[src/rtl/simple_pkg.sv]
// simple_pkg: shared types and limits for the memory port arbiter.
// Holds FSM encodings, RAM latency bounds and default widths.
package simple_pkg;

  localparam int ADDR_W_DEF  = 12;
  localparam int DATA_W_DEF  = 16;
  localparam int RAM_LAT_MIN = 1;
  localparam int RAM_LAT_MAX = 4;
  localparam int RAM_LAT_DEF = 1;
  localparam int CNT_W       = 2;

  typedef enum logic [1:0] {
    IDLE     = 2'd0,
    BUSY_IF  = 2'd1,
    BUSY_MEM = 2'd2
  } arbState_t;

  // Out-of-range latencies are pulled into the supported window.
  function automatic int clampLat(input int lat);
    if (lat < RAM_LAT_MIN) return RAM_LAT_MIN;
    if (lat > RAM_LAT_MAX) return RAM_LAT_MAX;
    return lat;
  endfunction

endpackage

[src/rtl/memarb_lat_cnt.sv]
// memarb_lat_cnt: down-counter timing one RAM access.
// Loads on issue, counts down, flags zero on the ack cycle.
module memarb_lat_cnt
  import simple_pkg::*;
(
  input  logic             clock,
  input  logic             reset,
  input  logic             load,
  input  logic [CNT_W-1:0] loadVal,
  input  logic             dec,
  output logic             zero
);

  logic [CNT_W-1:0] cntQ;

  // Counter register: reset wins, then load, then saturating decrement.
  always_ff @(posedge clock) begin
    if (reset) begin
      cntQ <= '0;
    end else if (load) begin
      cntQ <= loadVal;
    end else if (dec && (cntQ != '0)) begin
      cntQ <= cntQ - 1'b1;
    end
  end

  assign zero = (cntQ == '0);

endmodule

[src/rtl/mem_port_arbiter.sv]
// mem_port_arbiter: shares one RAM port between fetch and memory stage.
// Define MEMARB_RR_EN for round-robin on contention (else mem wins).
module mem_port_arbiter
  import simple_pkg::*;
#(
  parameter int ADDR_W  = ADDR_W_DEF,
  parameter int DATA_W  = DATA_W_DEF,
  parameter int RAM_LAT = RAM_LAT_DEF
) (
  input  logic              clock,
  input  logic              reset,
  input  logic              if_req,
  input  logic [ADDR_W-1:0] if_addr,
  input  logic              if_cancel,
  output logic              if_ack,
  output logic [DATA_W-1:0] if_rdata,
  input  logic              mem_req,
  input  logic              mem_we,
  input  logic [ADDR_W-1:0] mem_addr,
  input  logic [DATA_W-1:0] mem_wdata,
  output logic              mem_ack,
  output logic [DATA_W-1:0] mem_rdata,
  output logic              ram_en,
  output logic              ram_we,
  output logic [ADDR_W-1:0] ram_addr,
  output logic [DATA_W-1:0] ram_wdata,
  input  logic [DATA_W-1:0] ram_rdata,
  output logic              stall_if,
  output logic              stall_mem
);

  localparam int LAT = clampLat(RAM_LAT);
  localparam logic [CNT_W-1:0] LOAD_VAL = CNT_W'(LAT - 1);

  arbState_t stateQ;
  arbState_t stateD;

  logic ifElig;
  logic memElig;
  logic grantIf;
  logic grantMem;
  logic issue;
  logic ackIf;
  logic ackMem;
  logic cntZero;
  logic cancelQ;

  // Nothing is eligible while reset is high, so no issue can leak out.
  assign ifElig  = if_req & ~if_cancel & ~reset;
  assign memElig = mem_req & ~reset;
  assign issue   = grantIf | grantMem;

`ifdef MEMARB_RR_EN
  logic lastIfQ;

  // Remember who was granted last; starts as fetch after reset.
  always_ff @(posedge clock) begin
    if (reset) begin
      lastIfQ <= 1'b1;
    end else if (issue) begin
      lastIfQ <= grantIf;
    end
  end
`endif

  // FSM state register.
  always_ff @(posedge clock) begin
    if (reset) begin
      stateQ <= IDLE;
    end else begin
      stateQ <= stateD;
    end
  end

  // Next-state, grant and ack decode.
  always_comb begin
    stateD   = stateQ;
    grantIf  = 1'b0;
    grantMem = 1'b0;
    ackIf    = 1'b0;
    ackMem   = 1'b0;
    unique case (stateQ)
      IDLE: begin
`ifdef MEMARB_RR_EN
        if (ifElig && memElig) begin
          grantMem = lastIfQ;
          grantIf  = ~lastIfQ;
        end else begin
          grantMem = memElig;
          grantIf  = ifElig;
        end
`else
        grantMem = memElig;
        grantIf  = ifElig & ~memElig;
`endif
        if (grantMem) begin
          stateD = BUSY_MEM;
        end else if (grantIf) begin
          stateD = BUSY_IF;
        end
      end
      BUSY_IF: begin
        if (cntZero) begin
          ackIf  = ~(cancelQ | if_cancel);
          stateD = IDLE;
        end
      end
      BUSY_MEM: begin
        if (cntZero) begin
          ackMem = 1'b1;
          stateD = IDLE;
        end
      end
      default: begin
        stateD = IDLE;
      end
    endcase
  end

  // A cancel seen during a fetch sticks until the access retires.
  always_ff @(posedge clock) begin
    if (reset || issue) begin
      cancelQ <= 1'b0;
    end else if ((stateQ == BUSY_IF) && if_cancel) begin
      cancelQ <= 1'b1;
    end
  end

  memarb_lat_cnt u_latCnt (
    .clock   (clock),
    .reset   (reset),
    .load    (issue),
    .loadVal (LOAD_VAL),
    .dec     (stateQ != IDLE),
    .zero    (cntZero)
  );

  // RAM operand mux: grantee operands only in the issue cycle.
  always_comb begin
    ram_addr  = '0;
    ram_wdata = '0;
    ram_we    = 1'b0;
    unique case (1'b1)
      grantMem: begin
        ram_addr  = mem_addr;
        ram_wdata = mem_wdata;
        ram_we    = mem_we;
      end
      grantIf: begin
        ram_addr  = if_addr;
      end
      default: begin
        ram_addr  = '0;
      end
    endcase
  end

  assign ram_en    = issue;
  assign if_ack    = ackIf & ~reset;
  assign mem_ack   = ackMem & ~reset;
  assign if_rdata  = ram_rdata;
  assign mem_rdata = ram_rdata;
  assign stall_if  = if_req & ~if_ack & ~reset;
  assign stall_mem = mem_req & ~mem_ack & ~reset;

endmodule

[config.mk]
export PLATFORM = sky130hd
export DESIGN_NAME = mem_port_arbiter
export DESIGN_NICKNAME = d
export VERILOG_FILES = /design/src/rtl/simple_pkg.sv /design/src/rtl/memarb_lat_cnt.sv /design/src/rtl/mem_port_arbiter.sv
export SDC_FILE = /design/constraint.sdc
export NUM_CORES = 1
export LEC_CHECK = 0
export ABC_AREA = 1
export BUFFER_PORTS_ARGS = -buffer_cell sky130_fd_sc_hd__buf_2
export CORE_ASPECT_RATIO = 1.5
export CORE_UTILIZATION = 25
export CTS_CLUSTER_SIZE = 20
export DETAILED_ROUTE_END_ITERATION = 16
export MAX_ROUTING_LAYER = met4
export PLACE_DENSITY = 0.8
export SLEW_MARGIN = 20
export SYNTH_ARGS = -nofsm -noshare
export SYNTH_HDL_FRONTEND = slang
export SYNTH_SLANG_ARGS = --single-unit
export TNS_END_PERCENT = 1
[constraint.sdc]
create_clock -name clock -period 1.56 [get_ports clock]
set_input_delay 0.312 -clock clock [delete_from_list [all_inputs] [get_ports clock]]
set_output_delay 0.312 -clock clock [all_outputs]
set_load 0.02 [all_outputs]
==> impl_metrics.py <==
metrics = {
    "place": {
        "placedCellCount": 223,
        "place_congestion": 0.7767,
        "port_buffers": 79,
        "hpwl_mm": 1.795,
    },
    "logic_synthesis": {
        "synth_cells": 133,
        "synth_warnings": 0,
        "synth_nets": 199,
        "synth_top_area_cell": "buf_4",
        "yosysSeqAreaShare_pct": 11.36,
        "synth.distinct_cells": 17,
        "synth_top_area_share_pct": 28.98,
        "synth.avg_cell_area_sq_um": 6.623,
        "synth_area_leaders": "buf_4 (29%), a22o_1 (12%), dfxtp_1 (11%), nor2_1 (11%), inv_1 (10%)",
        "syn_area_sq_um": 880.8,
        "ys_ff_latch": 5,
    },
    "route": {
        "via_per_inst": 4.265,
        "drt_wl_total_mm": 2.506,
        "ant_nets": 0,
        "first_iter_violations": 15,
        "wl_per_cell_um": 10.90,
        "drc_errors": 0,
        "vias": 981,
        "drt-pass1-iter-count": 4,
    },
    "power_and_ir_drop": {
        "power_leakage_nw": 0.7812,
        "ir_drop_v": 0.0008206,
        "p_per_area_nw_per_um2": 529.4,
    },
    "floorplan": {
        "num_rows": 26,
        "die_h_um": 74.70,
        "die_w_um": 50.47,
        "coreArea_sq_um": 3383,
        "floorplan.initialDensity_pct": 26.04,
        "num_io_pins": 128,
        "die-area_sq_um": 3770,
    },
    "timing": {
        "fin_tns_setup_ps": -2257,
        "setup_slack_ps": -95.92,
        "fmax_ghz": 0.6039,
        "hold_violations": 0,
        "rsz0062_at_grt": "true",
        "min_period_ps": 1656,
        "fin_worst_skew_ps": 1.217,
        "final.period_utilization_pct": 106.1,
        "finalMaxSlewViolations": 0,
        "setup_viol": 31,
        "tightestPinTransition_ps": 194.1,
        "relSlewSlack_pct": 87.01,
    },
    "worst_setup_path": {
        "slowest_delay_ps": 320,
        "timing.rr.start": "stateQ[0]$_SDFFE_PP0P_",
        "required_ps": 1250,
        "critPathArrivalTime_ps": 1340,
        "path_delay_family": "flip-flops",
        "critPathKind": "flip-flop to output pin",
        "cp_slowest_cell": "dfxtp_2",
        "crit_start": "stateQ[0]$_SDFFE_PP0P_",
        "start_kind": "flip-flop",
        "endpoint_kind": "output pin",
        "critical_path_buf_inv_count": 3,
        "cp_max_fo": 13,
        "crit_chain": "inv_2 -> ha_4 -> nand3_4 -> inv_6 -> a22o_1 -> buf_4",
    },
    "cts": {
        "cts_root_buf": "clkbuf_8",
        "clock_latency_ps": 230,
        "tritoncts": "yes",
        "cts.path.max_buffers": 2,
        "ctsHtreeMaxLevel": 1,
        "cts.clk_slew.worst_paths_ps": 40,
        "cts_sinks": 5,
        "cts_inserted_buffers": 3,
    },
    "global_route": {
        "grt_usage_pct": 12.02,
        "overflow": 0,
        "grt_pass1_vias": 767,
        "grt_pass1_wl_mm": 3.263,
        "antenna_found_initial": 0,
        "grt_max_degree": 20,
    },
    "final_layout": {
        "nNetsFinal": 255,
        "final_cell_count_no_fill": 230,
        "drive_gt1_share_pct": 64.36,
        "antenna_cells": 0,
        "area_growth_pct": 57.81,
    },
    "min_path": {
        "hp-class": "input pin to flip-flop",
        "hp-start": "reset",
    },
    "run": {
        "drv_cap": 0,
    },
    "run_status": {
        "status": "complete, but fails checks",
        "failed_checks": "setup timing",
    },
}
kinds of logic after synthesis:
logic type / Yosys count / share of synthesized area [%]
buffers and inverters: 62 / 42.61
and+or+nand+nor: 43 / 23.29
AOI/OAI and AO/OA: 17 / 14.77
DFF: 5 / 11.36
adders and majority gates: 4 / 5.682
xor gates and xnor gates: 1 / 0.9945
muxes: 1 / 1.278
where the power goes:
| part | total (W) | switching [W] | leakage (nW) | internal [W] |
|---|---|---|---|---|
| registers | 0.000133 | 0.00000156 | 0.0414 | 0.000132 |
| clock network | 0.000246 | 0.0000704 | 0.0228 | 0.000176 |
| logic | 0.000356 | 0.000186 | 0.717 | 0.000170 |
sequential cells by signal, summed over array words and instances, names as in the netlist:
register,cells
stateQ,2
u_latCnt.cntQ,2
cancelQ,1
final timing paths:
path | to | slack, ps | cells past startpoint
worst min-delay path | stateQ[0]$_SDFFE_PP0P_ | 340 | 2
worst max register to register | u_latCnt.cntQ[1]$_SDFFE_PP0P_ | 220 | 6
worst max-delay path | ram_addr[1] | -100 | 6
worst min register to register | cancelQ$_SDFFE_PP0P_ | 480 | 2
worst reg2reg max path: cells and delay by family (launching register included):
family	cells	cell delay, ps
flops	1	320
fa+ha+maj	1	180
mux	1	350
buf+inv	2	190
simple gates	2	240
cells in the mapped netlist:
cell type	n
a22o_1	12
nand2_4	2
ha_1	4
nand2_2	1
inv_2	2
buf_4	34
nor2_8	1
xor2_1	1
nand3_1	3
dfxtp_1	5
a21oi_1	5
buf_6	2
mux2_2	1
nand3_2	1
nand2_1	9
nor2_1	26
inv_1	24
per-stage QoR:
stage | total power [W] | utilization [%] | hold slack (ps) | worst slack (ps) | instance area [sq um]
6_report | 0.0007360 | 41.09 | 338.3 | -95.92 | 1390
3_5_place_dp | 0.0004170 | 32.54 | 473.6 | -71.76 | 1101
4_1_cts | 0.0007253 | 39.13 | 334.2 | -107.6 | 1324
2_1_floorplan | 0.0004174 | - | 381.1 | -87.30 | 880.8
5_1_grt | 0.0007812 | 41.09 | 355.2 | -171.0 | 1390
3_3_place_gp | 0.0004123 | 32.54 | 467.6 | -8.259 | 1101
per-layer routing:
| layer | vias to the layer above | GRT usage, % | routed length [um] |
|---|---|---|---|
| met2 | 51 | 21.04 | 1315 |
| met4 | 0 | 11.42 | 132 |
| li1 | 484 | - | - |
| met5 | - | - | 0 |
| met3 | 24 | 1.616 | 225 |
| met1 | 422 | 11.12 | 833 |
placed cells by master (no fill, tap or decap), drive strengths merged:
| cell | count |
|---|---|
| clkbuf | 4 |
| ha | 4 |
| a22o | 12 |
| xor2 | 1 |
| mux2 | 1 |
| nand2 | 12 |
| a21oi | 5 |
| buf | 86 |
| dfxtp | 5 |
| nand3 | 4 |
| nor2 | 28 |
| inv | 26 |
cell type report:
class / instances / area (sq um)
clock buffer: 4 / 45.04
fill: 344 / 1993
inverter: 26 / 102.6
multi-input combinational: 67 / 486.7
sequential: 5 / 102.6
tap: 42 / 52.55
timing repair buffer: 86 / 600.6
what timing repair did:
item                                    4_1_cts  5_1_grt
pin swaps                                     8        2
buffers inserted                              2        0
hold buffers                                  0        0
gates resized for setup                      57       19
endpoints found under the setup margin       32       32
gates cloned                                  1        0
No activity file was read; power rests on OpenSTA's default activity.
